$ cat src/rtl/dump_sequencer_if.sv
// Bundle of the dump sequencer's request, pipeline-latch, register/memory read
// and TX FIFO signals; slave is the sequencer side, master the surrounding system.
interface dump_sequencer_if #(
    parameter int MEM_ADDR_WIDTH = 8
);
    logic                      i_start;
    logic [63:0]               i_IF_ID_latch;
    logic [138:0]              i_ID_EX_latch;
    logic [75:0]               i_EX_MEM_latch;
    logic [70:0]               i_MEM_WB_latch;
    logic [4:0]                o_reg_addr;
    logic [31:0]               i_reg_content;
    logic [MEM_ADDR_WIDTH-1:0] o_mem_addr;
    logic [31:0]               i_mem_content;
    logic [31:0]               o_fifo_data;
    logic                      o_fifo_wr;
    logic                      i_fifo_full;
    logic                      o_busy;
    logic                      o_done;

    modport slave (
        input  i_start,
        input  i_IF_ID_latch,
        input  i_ID_EX_latch,
        input  i_EX_MEM_latch,
        input  i_MEM_WB_latch,
        output o_reg_addr,
        input  i_reg_content,
        output o_mem_addr,
        input  i_mem_content,
        output o_fifo_data,
        output o_fifo_wr,
        input  i_fifo_full,
        output o_busy,
        output o_done
    );

    modport master (
        output i_start,
        output i_IF_ID_latch,
        output i_ID_EX_latch,
        output i_EX_MEM_latch,
        output i_MEM_WB_latch,
        input  o_reg_addr,
        output i_reg_content,
        input  o_mem_addr,
        output i_mem_content,
        input  o_fifo_data,
        input  o_fifo_wr,
        output i_fifo_full,
        input  o_busy,
        input  o_done
    );
endinterface

$ cat src/rtl/dump_sequencer.sv
// Debug dump sequencer: snapshots the four pipeline latches, then streams latch
// words, all 32 registers and MEM_WORDS data-memory words into the TX FIFO.
module dump_sequencer #(
    parameter int MEM_ADDR_WIDTH = 8,
    parameter int MEM_WORDS      = 64
) (
    input logic           i_clk,
    input logic           i_reset,
    dump_sequencer_if.slave bus
);
    typedef enum logic [2:0] {
        IDLE,
        SNAP,
        LATCH,
        REG_ADDR,
        REG_WR,
        MEM_ADDR,
        MEM_WR,
        DONE
    } state_t;

    localparam logic [3:0]                LAT_LAST = 4'd12;
    localparam logic [4:0]                REG_LAST = 5'd31;
    localparam logic [MEM_ADDR_WIDTH-1:0] MEM_LAST = MEM_ADDR_WIDTH'(4 * (MEM_WORDS - 1));
    localparam logic [MEM_ADDR_WIDTH-1:0] MEM_STEP = MEM_ADDR_WIDTH'(4);

    state_t                    state;
    state_t                    state_nxt;
    logic [349:0]              snap;
    logic [415:0]              snap_words;
    logic [3:0]                lat_idx;
    logic [4:0]                reg_cnt;
    logic [MEM_ADDR_WIDTH-1:0] mem_addr;
    logic [31:0]               fifo_data;
    logic                      fifo_wr;
    logic                      busy;
    logic                      done;

    // Each latch is zero-padded to a whole number of words so word i sits at bits [32i +: 32].
    assign snap_words = {25'b0, snap[349:279],
                         20'b0, snap[278:203],
                         21'b0, snap[202:64],
                         snap[63:0]};

    always_ff @(posedge i_clk or posedge i_reset) begin
        if (i_reset) begin
            state <= IDLE;
        end else begin
            state <= state_nxt;
        end
    end

    always_comb begin
        state_nxt = state;
        unique case (state)
            IDLE:     if (bus.i_start) state_nxt = SNAP;
            SNAP:     state_nxt = LATCH;
            LATCH:    if (!bus.i_fifo_full && lat_idx == LAT_LAST) state_nxt = REG_ADDR;
            REG_ADDR: state_nxt = REG_WR;
            REG_WR:   if (!bus.i_fifo_full) state_nxt = (reg_cnt == REG_LAST) ? MEM_ADDR : REG_ADDR;
            MEM_ADDR: state_nxt = MEM_WR;
            MEM_WR:   if (!bus.i_fifo_full) state_nxt = (mem_addr == MEM_LAST) ? DONE : MEM_ADDR;
            DONE:     state_nxt = IDLE;
            default:  state_nxt = IDLE;
        endcase
    end

    // Counters saturate at their last value so addresses never wrap between phases.
    always_ff @(posedge i_clk or posedge i_reset) begin
        if (i_reset) begin
            snap     <= '0;
            lat_idx  <= '0;
            reg_cnt  <= '0;
            mem_addr <= '0;
        end else begin
            unique case (state)
                IDLE: begin
                    if (bus.i_start) begin
                        lat_idx  <= '0;
                        reg_cnt  <= '0;
                        mem_addr <= '0;
                    end
                end
                SNAP: begin
                    snap <= {bus.i_MEM_WB_latch, bus.i_EX_MEM_latch,
                             bus.i_ID_EX_latch, bus.i_IF_ID_latch};
                end
                LATCH: begin
                    if (!bus.i_fifo_full && lat_idx != LAT_LAST) lat_idx <= lat_idx + 4'd1;
                end
                REG_WR: begin
                    if (!bus.i_fifo_full && reg_cnt != REG_LAST) reg_cnt <= reg_cnt + 5'd1;
                end
                MEM_WR: begin
                    if (!bus.i_fifo_full && mem_addr != MEM_LAST) mem_addr <= mem_addr + MEM_STEP;
                end
                default: ;
            endcase
        end
    end

    always_comb begin
        fifo_wr   = 1'b0;
        fifo_data = '0;
        busy      = (state != IDLE) && (state != DONE);
        done      = (state == DONE);
        unique case (state)
            LATCH: begin
                fifo_wr   = !bus.i_fifo_full;
                fifo_data = snap_words[{lat_idx, 5'd0} +: 32];
            end
            REG_WR: begin
                fifo_wr   = !bus.i_fifo_full;
                fifo_data = bus.i_reg_content;
            end
            MEM_WR: begin
                fifo_wr   = !bus.i_fifo_full;
                fifo_data = bus.i_mem_content;
            end
            default: ;
        endcase
    end

    assign bus.o_reg_addr  = reg_cnt;
    assign bus.o_mem_addr  = mem_addr;
    assign bus.o_fifo_data = fifo_data;
    assign bus.o_fifo_wr   = fifo_wr;
    assign bus.o_busy      = busy;
    assign bus.o_done      = done;
endmodule

$ cat src/flat_wrapper.sv
// flat-port wrapper written by rule: the top's interface ports become plain ports
module dump_sequencer_flat 
#(
    parameter int MEM_ADDR_WIDTH = 8,
    parameter int MEM_WORDS      = 64
)
  (i_clk, i_reset, bus_i_start, bus_i_IF_ID_latch, bus_i_ID_EX_latch, bus_i_EX_MEM_latch, bus_i_MEM_WB_latch, bus_o_reg_addr, bus_i_reg_content, bus_o_mem_addr, bus_i_mem_content, bus_o_fifo_data, bus_o_fifo_wr, bus_i_fifo_full, bus_o_busy, bus_o_done);
  dump_sequencer_if #(.MEM_ADDR_WIDTH(MEM_ADDR_WIDTH)) bus_i ();
  input logic i_clk;
  input logic i_reset;
  input wire logic [$bits(bus_i.i_start)-1:0] bus_i_start;
  input wire logic [$bits(bus_i.i_IF_ID_latch)-1:0] bus_i_IF_ID_latch;
  input wire logic [$bits(bus_i.i_ID_EX_latch)-1:0] bus_i_ID_EX_latch;
  input wire logic [$bits(bus_i.i_EX_MEM_latch)-1:0] bus_i_EX_MEM_latch;
  input wire logic [$bits(bus_i.i_MEM_WB_latch)-1:0] bus_i_MEM_WB_latch;
  output wire logic [$bits(bus_i.o_reg_addr)-1:0] bus_o_reg_addr;
  input wire logic [$bits(bus_i.i_reg_content)-1:0] bus_i_reg_content;
  output wire logic [$bits(bus_i.o_mem_addr)-1:0] bus_o_mem_addr;
  input wire logic [$bits(bus_i.i_mem_content)-1:0] bus_i_mem_content;
  output wire logic [$bits(bus_i.o_fifo_data)-1:0] bus_o_fifo_data;
  output wire logic [$bits(bus_i.o_fifo_wr)-1:0] bus_o_fifo_wr;
  input wire logic [$bits(bus_i.i_fifo_full)-1:0] bus_i_fifo_full;
  output wire logic [$bits(bus_i.o_busy)-1:0] bus_o_busy;
  output wire logic [$bits(bus_i.o_done)-1:0] bus_o_done;
  assign bus_i.i_start = bus_i_start;
  assign bus_i.i_IF_ID_latch = bus_i_IF_ID_latch;
  assign bus_i.i_ID_EX_latch = bus_i_ID_EX_latch;
  assign bus_i.i_EX_MEM_latch = bus_i_EX_MEM_latch;
  assign bus_i.i_MEM_WB_latch = bus_i_MEM_WB_latch;
  assign bus_o_reg_addr = bus_i.o_reg_addr;
  assign bus_i.i_reg_content = bus_i_reg_content;
  assign bus_o_mem_addr = bus_i.o_mem_addr;
  assign bus_i.i_mem_content = bus_i_mem_content;
  assign bus_o_fifo_data = bus_i.o_fifo_data;
  assign bus_o_fifo_wr = bus_i.o_fifo_wr;
  assign bus_i.i_fifo_full = bus_i_fifo_full;
  assign bus_o_busy = bus_i.o_busy;
  assign bus_o_done = bus_i.o_done;
  dump_sequencer #(.MEM_ADDR_WIDTH(MEM_ADDR_WIDTH), .MEM_WORDS(MEM_WORDS)) u_core (.i_clk(i_clk), .i_reset(i_reset), .bus(bus_i));
endmodule
$ cat config.mk
export PLATFORM = sky130hd
export DESIGN_NAME = dump_sequencer_flat
export DESIGN_NICKNAME = d
export VERILOG_FILES = /design/src/rtl/dump_sequencer_if.sv /design/src/rtl/dump_sequencer.sv /design/src/flat_wrapper.sv
export SDC_FILE = /design/constraint.sdc
export NUM_CORES = 1
export LEC_CHECK = 0
export ABC_AREA = 1
export ABC_CLOCK_PERIOD_IN_PS = 16100
export CAP_MARGIN = 20
export CORE_MARGIN = 3
export CORE_UTILIZATION = 50
export CTS_CLUSTER_DIAMETER = 120
export DETAILED_ROUTE_END_ITERATION = 12
export PLACE_DENSITY = 0.78
export SLEW_MARGIN = 5
export SYNTH_ARGS = -nofsm -noshare
export SYNTH_HDL_FRONTEND = slang
export SYNTH_SLANG_ARGS = --single-unit
export TNS_END_PERCENT = 1
$ cat constraint.sdc
create_clock -name i_clk -period 16.1 [get_ports i_clk]
set_input_delay 3.22 -clock i_clk [delete_from_list [all_inputs] [get_ports i_clk]]
set_output_delay 3.22 -clock i_clk [all_outputs]
set_load 0.02 [all_outputs]
### Word-level counts from Yosys, hierarchy flattened

Index checks and enable logic that the tools add are counted.

* add/subtract/negate cells: 3
* equality and inequality tests: 21
* shift-type cells: 1
* muxes and demuxes: 18
* reductions and logical operators: 16

Operator list (count)
* $shiftx A416 B10 Y32: 1
* $pmux W32 S3: 1
* $pmux W3 S8: 1
* $mux W8: 2
* $pmux W8 S2: 1
* $mux W3: 5
* $eq A3 B3 Y1 const B: 4
* $mux W5: 2
* $pmux W5 S2: 1
* $reduce_and A3 Y1: 3
* $add A8 B3 Y8 const B: 1
* $eq A8 B8 Y1 const B: 1
* $mux W4: 2
* $ne A2 B1 Y1 const B: 4
* $ne A8 B8 Y1 const B: 1
* $pmux W4 S2: 1
* $eq A3 B2 Y1 const B: 2
* $ne A2 B2 Y1 const B: 3
* $reduce_bool A2 Y1: 3
* $add A5 B1 Y5 const B: 1
* $eq A5 B5 Y1 const B: 1
* $logic_and A1 B1 Y1: 5
* $ne A5 B5 Y1 const B: 1
* $add A4 B1 Y4 const B: 1
* other kinds (11): 11

* flip-flop bits (word level): 370
* output and inout bits: 48

### Logic depth before layout (Yosys ltp)

* depth in word-level cells: 4
* depth in mapped cells: 10
* depth with buffers taken out: 10

### Least setup slack after synthesis

OpenSTA, ideal clock, no wires.

* kind: input to output
* from: input port bus_i_mem_content[0]
* to: output port bus_o_fifo_data[0]
* arrival time: 3.595 ns
* data required time: 12.880 ns
* slack: 9.285 ns
* cell stages on the path: 3
* path buffers: 0
* path through: a22o_1 -> inv_1 -> nand2_1

* longest elaborated chain between the ends: 1

RTL lines
* from (decl): RTL line flat_wrapper.sv:19 `input wire logic [$bits(bus_i.i_mem_content)-1:0] bus_i_mem_content;`
* $pmux W32 S3: RTL line dump_sequencer.sv:107 `unique case (state)`
* to (decl): RTL line flat_wrapper.sv:20 `output wire logic [$bits(bus_i.o_fifo_data)-1:0] bus_o_fifo_data;`

No other way between the ends.

### Worst setup path in the final report

* from: input port bus_i_mem_content[2]
* to: output port bus_o_fifo_data[2]

Same word-level chain as after synthesis.

==> results.sh <==
export IMPL_synthMuxAreaShare=0.114
export IMPL_synth_top_area_frac=0.491
export IMPL_antenna_left=0
export IMPL_die_height_um=200
export IMPL_grt_overflow_total=0
export IMPL_io_pins=466
export IMPL_io_buffers=463
export IMPL_viasPerCell=5.38
export IMPL_grt_pass1_wl_um=91100
export IMPL_drc=0
export IMPL_crit_chain="clkdlybuf4s50_1, a22o_1, inv_1, nand2_1, clkdlybuf4s50_1"
export IMPL_period_share=0.495
export IMPL_fin_skew_ns=0.0166
export IMPL_hp_start="u_core.snap[57]"
export IMPL_ir_worst_vdd_mv=0.0902
export IMPL_syn_instance_count=2156
export IMPL_power_internal_uw=2820
export IMPL_relSlewSlack=0.264
export IMPL_r2r_setup_slack_ns=12.54
export IMPL_p_leak_uw=0.0119
export IMPL_startpoint_type="primary input"
export IMPL_cts_buffers_inserted=41
export IMPL_crit_top_cell="clkdlybuf4s50_1"
export IMPL_power_switching_uw=1730
export IMPL_yosys_area_top_type="dfrtp_1"
export IMPL_r2r_start="u_core.state[2]"
export IMPL_synth_distinct_cells=32
export IMPL_grt_max_degree=147
export IMPL_num_rows=70
export IMPL_antenna_found_initial=18
export IMPL_yosysSeqAreaShare=0.491
export IMPL_slowest_delay_ns=0.63
export IMPL_area_growth_pct=32.1
export IMPL_firstDrtPassIters=6
export IMPL_synth_fa_ha_area_frac=0.00334
export IMPL_drtIter0Drc=1220
export IMPL_cp_arrival_ns=4.74
export IMPL_p_sw_frac=0.380
export IMPL_synth_seq_cells=368
export IMPL_stdcell_count=3057
export IMPL_synth_compound_area_frac=0.112
export IMPL_clkTransAtPathRegs_ns=0.06
export IMPL_worst_slack_ns=8.14
export IMPL_design_area_mm2=0.0248
export IMPL_rsz0062_at_grt="false"
export IMPL_post_cts_resized=0
export IMPL_tightest_slew_ns=1.10
export IMPL_crit_reg2reg_capture="u_core.snap[94]"
export IMPL_wl_per_cell_um=19.9
export IMPL_drive_gt1_frac=0.103
export IMPL_pre_cts_ws_ns=8.11
export IMPL_setup_viol=0
export IMPL_powerDensity_mw_per_mm2=184
export IMPL_crit_type="primary input to output port"
export IMPL_initial_core_util=0.509
export IMPL_cts_hold_buf=0
export IMPL_final_hold_violation_count=0
export IMPL_grt_use_total=0.297
export IMPL_grt_pass1_vias=16400
export IMPL_synth_xor_area_frac=0.00187
export IMPL_avgSynthCellArea_um2=8.69
export IMPL_htree_levels=2
export IMPL_total_power_uw=4540
export IMPL_dieArea_mm2=0.0398
export IMPL_cts_setup_buffers=0
export IMPL_core_area_mm2=0.0368
export IMPL_clkSinkCount=368
export IMPL_insertion_delay_ns=0.54
export IMPL_gp_congestion=0.900
export IMPL_synth_top_family_by_area="simple AND/OR/NAND/NOR gates"
export IMPL_clkPwrFrac=0.209
export IMPL_min_to="u_core.snap[57]"
export IMPL_syn_cell_area_mm2=0.0187
export IMPL_die_x_um=200
export IMPL_dpl_cell_area_mm2=0.0233
export IMPL_pwr_share_comb=0.438
export IMPL_tns_ns=0
export IMPL_cts_root_to_sink_buffers=3
export IMPL_cts_root_buf="clkbuf_16"
export IMPL_cp_max_fo=1
export IMPL_endpoint_kind="output port"
export IMPL_seqPwrFrac=0.353
export IMPL_maxCapViolations=0
export IMPL_synth_area_leaders="dfrtp_1 (49%), nand2_1 (8.7%), mux2_4 (7.2%)"
export IMPL_cts_tree="done"
export IMPL_yosysWarnings=0
export IMPL_cpMaxStageDelayCell="clkdlybuf4s50_1"
export IMPL_synth_simple_area_share=0.184
export IMPL_cp_data_required_time_ns=12.88
export IMPL_r2r_worst_path_cells=5
export IMPL_wirelength_um=61000
export IMPL_outcome="complete, no violations"
export IMPL_dp_hpwl_um=43000
export IMPL_hp_class="flop to flop"
export IMPL_fin_crit_ns=7.96
export IMPL_hold_path_depth=1
export IMPL_vias=16400
export IMPL_dp_cells=2965
export IMPL_final_max_slew_viol_count=0
export IMPL_nets=2966
export IMPL_clock_fmax_mhz=126
critical path: cells and delay by family:
family          cells  cell delay (ns)
compound gates      1             0.27
buf+inv             3             1.19
simple gates        1             0.07
synth_stat cells:
cell,n
buf_4,9
xor2_1,4
a21oi_1,197
nor3b_1,2
buf_6,29
buf_2,59
nand2_1,435
nand3_1,129
a22o_1,32
a22oi_1,1
nor2_2,2
dfrtp_1,368
clkbuf_1,39
mux2_2,69
conb_1,1
nor2_4,1
nor2_1,286
o31ai_1,1
buf_8,1
o21ai_1,16
ha_1,5
inv_2,7
mux2_4,90
o21ai_0,96
a31oi_1,1
inv_1,237
o211ai_1,33
nand4_1,1
nor3_2,2
or2_2,1
nand3_2,1
nand2_2,1
cell usage in the layout, fill, tap and decap left out, types with 3 or more instances in the layout:
master and instances:
dfrtp_1 366, inv_2 5, mux2_2 69, bufinv_16 3, mux2_4 90, nand3_1 128
clkinv_2 13, a22o_1 32, inv_1 236, nor2_1 283, diode_2 14, nor2_4 5
o21ai_0 96, o21ai_1 16, nand2_1 435, ha_1 5, clkdlybuf4s50_1 463, buf_4 14
xor2_1 4, clkbuf_16 43, clkbuf_8 6, a21oi_1 197, clkbuf_1 7, o211ai_1 33
area by class of cell:
class                   instances  area [um^2]
diodes                         14         35.0
clock buffers                  56         1180
clock inverters                19          183
fillers                      2925        12000
inverters                     244          927
multi-input cells            1408         7810
flip-flops and latches        368         9220
well taps                     468          586
repair buffers                480         4810
metrics by stage:
stage	hold WS (ns)	utilization
after floorplan	0.474	-
after global placement	0.483	0.633
after detailed placement	0.488	0.633
after CTS	0.502	0.670
after global routing	0.516	0.673
final	0.499	0.673
worst max-delay path by stage:
stage                    startpoint                        to  slack, ns  depth (start not counted)
3_5_place_dp   bus_i_mem_content[2]        bus_o_fifo_data[2]       8.11                          5
2_1_floorplan               i_reset  u_core.bus.o_mem_addr[2]       2.66                          1
6_report       bus_i_mem_content[2]        bus_o_fifo_data[2]       8.14                          5
3_3_place_gp   bus_i_mem_content[2]        bus_o_fifo_data[2]       8.11                          5
4_1_cts        bus_i_mem_content[2]        bus_o_fifo_data[2]       8.10                          5
5_1_grt        bus_i_mem_content[2]        bus_o_fifo_data[2]       8.08                          5
layer usage:
metal	global-route usage	up-vias	share of wire
met5	0	-	0.00054
met4	0.136	6	0.044
met3	0.0501	146	0.067
met2	0.464	625	0.47
met1	0.408	7950	0.42
li1	-	7716	-
registers in the layout, summed over array words and instances, names as in the netlist:
register and flops:
u_core.state 3, u_core.snap 350, u_core.lat_idx 4, u_core.bus.o_reg_addr 5
u_core.bus.o_mem_addr 6
power groups by stage:
stage          logic, uW  registers (uW)  clock network, uW
2_1_floorplan       1440            1530                  0
6_report            1990            1610                949
5_1_grt             2190            1650                994
3_5_place_dp        1960            1610                  0
4_1_cts             1980            1600                958
3_3_place_gp        1910            1590                  0
logic make-up (layout without fill, tap and decap cells):
family	after synthesis	after routing
mux	159	159
simple gates	861	861
flops	368	368
buf+inv	381	799
compound gates	377	377
other cells	1	16
xor+xnor	4	4
fa+ha+maj	5	5
(Power assumes the default switching activity.)
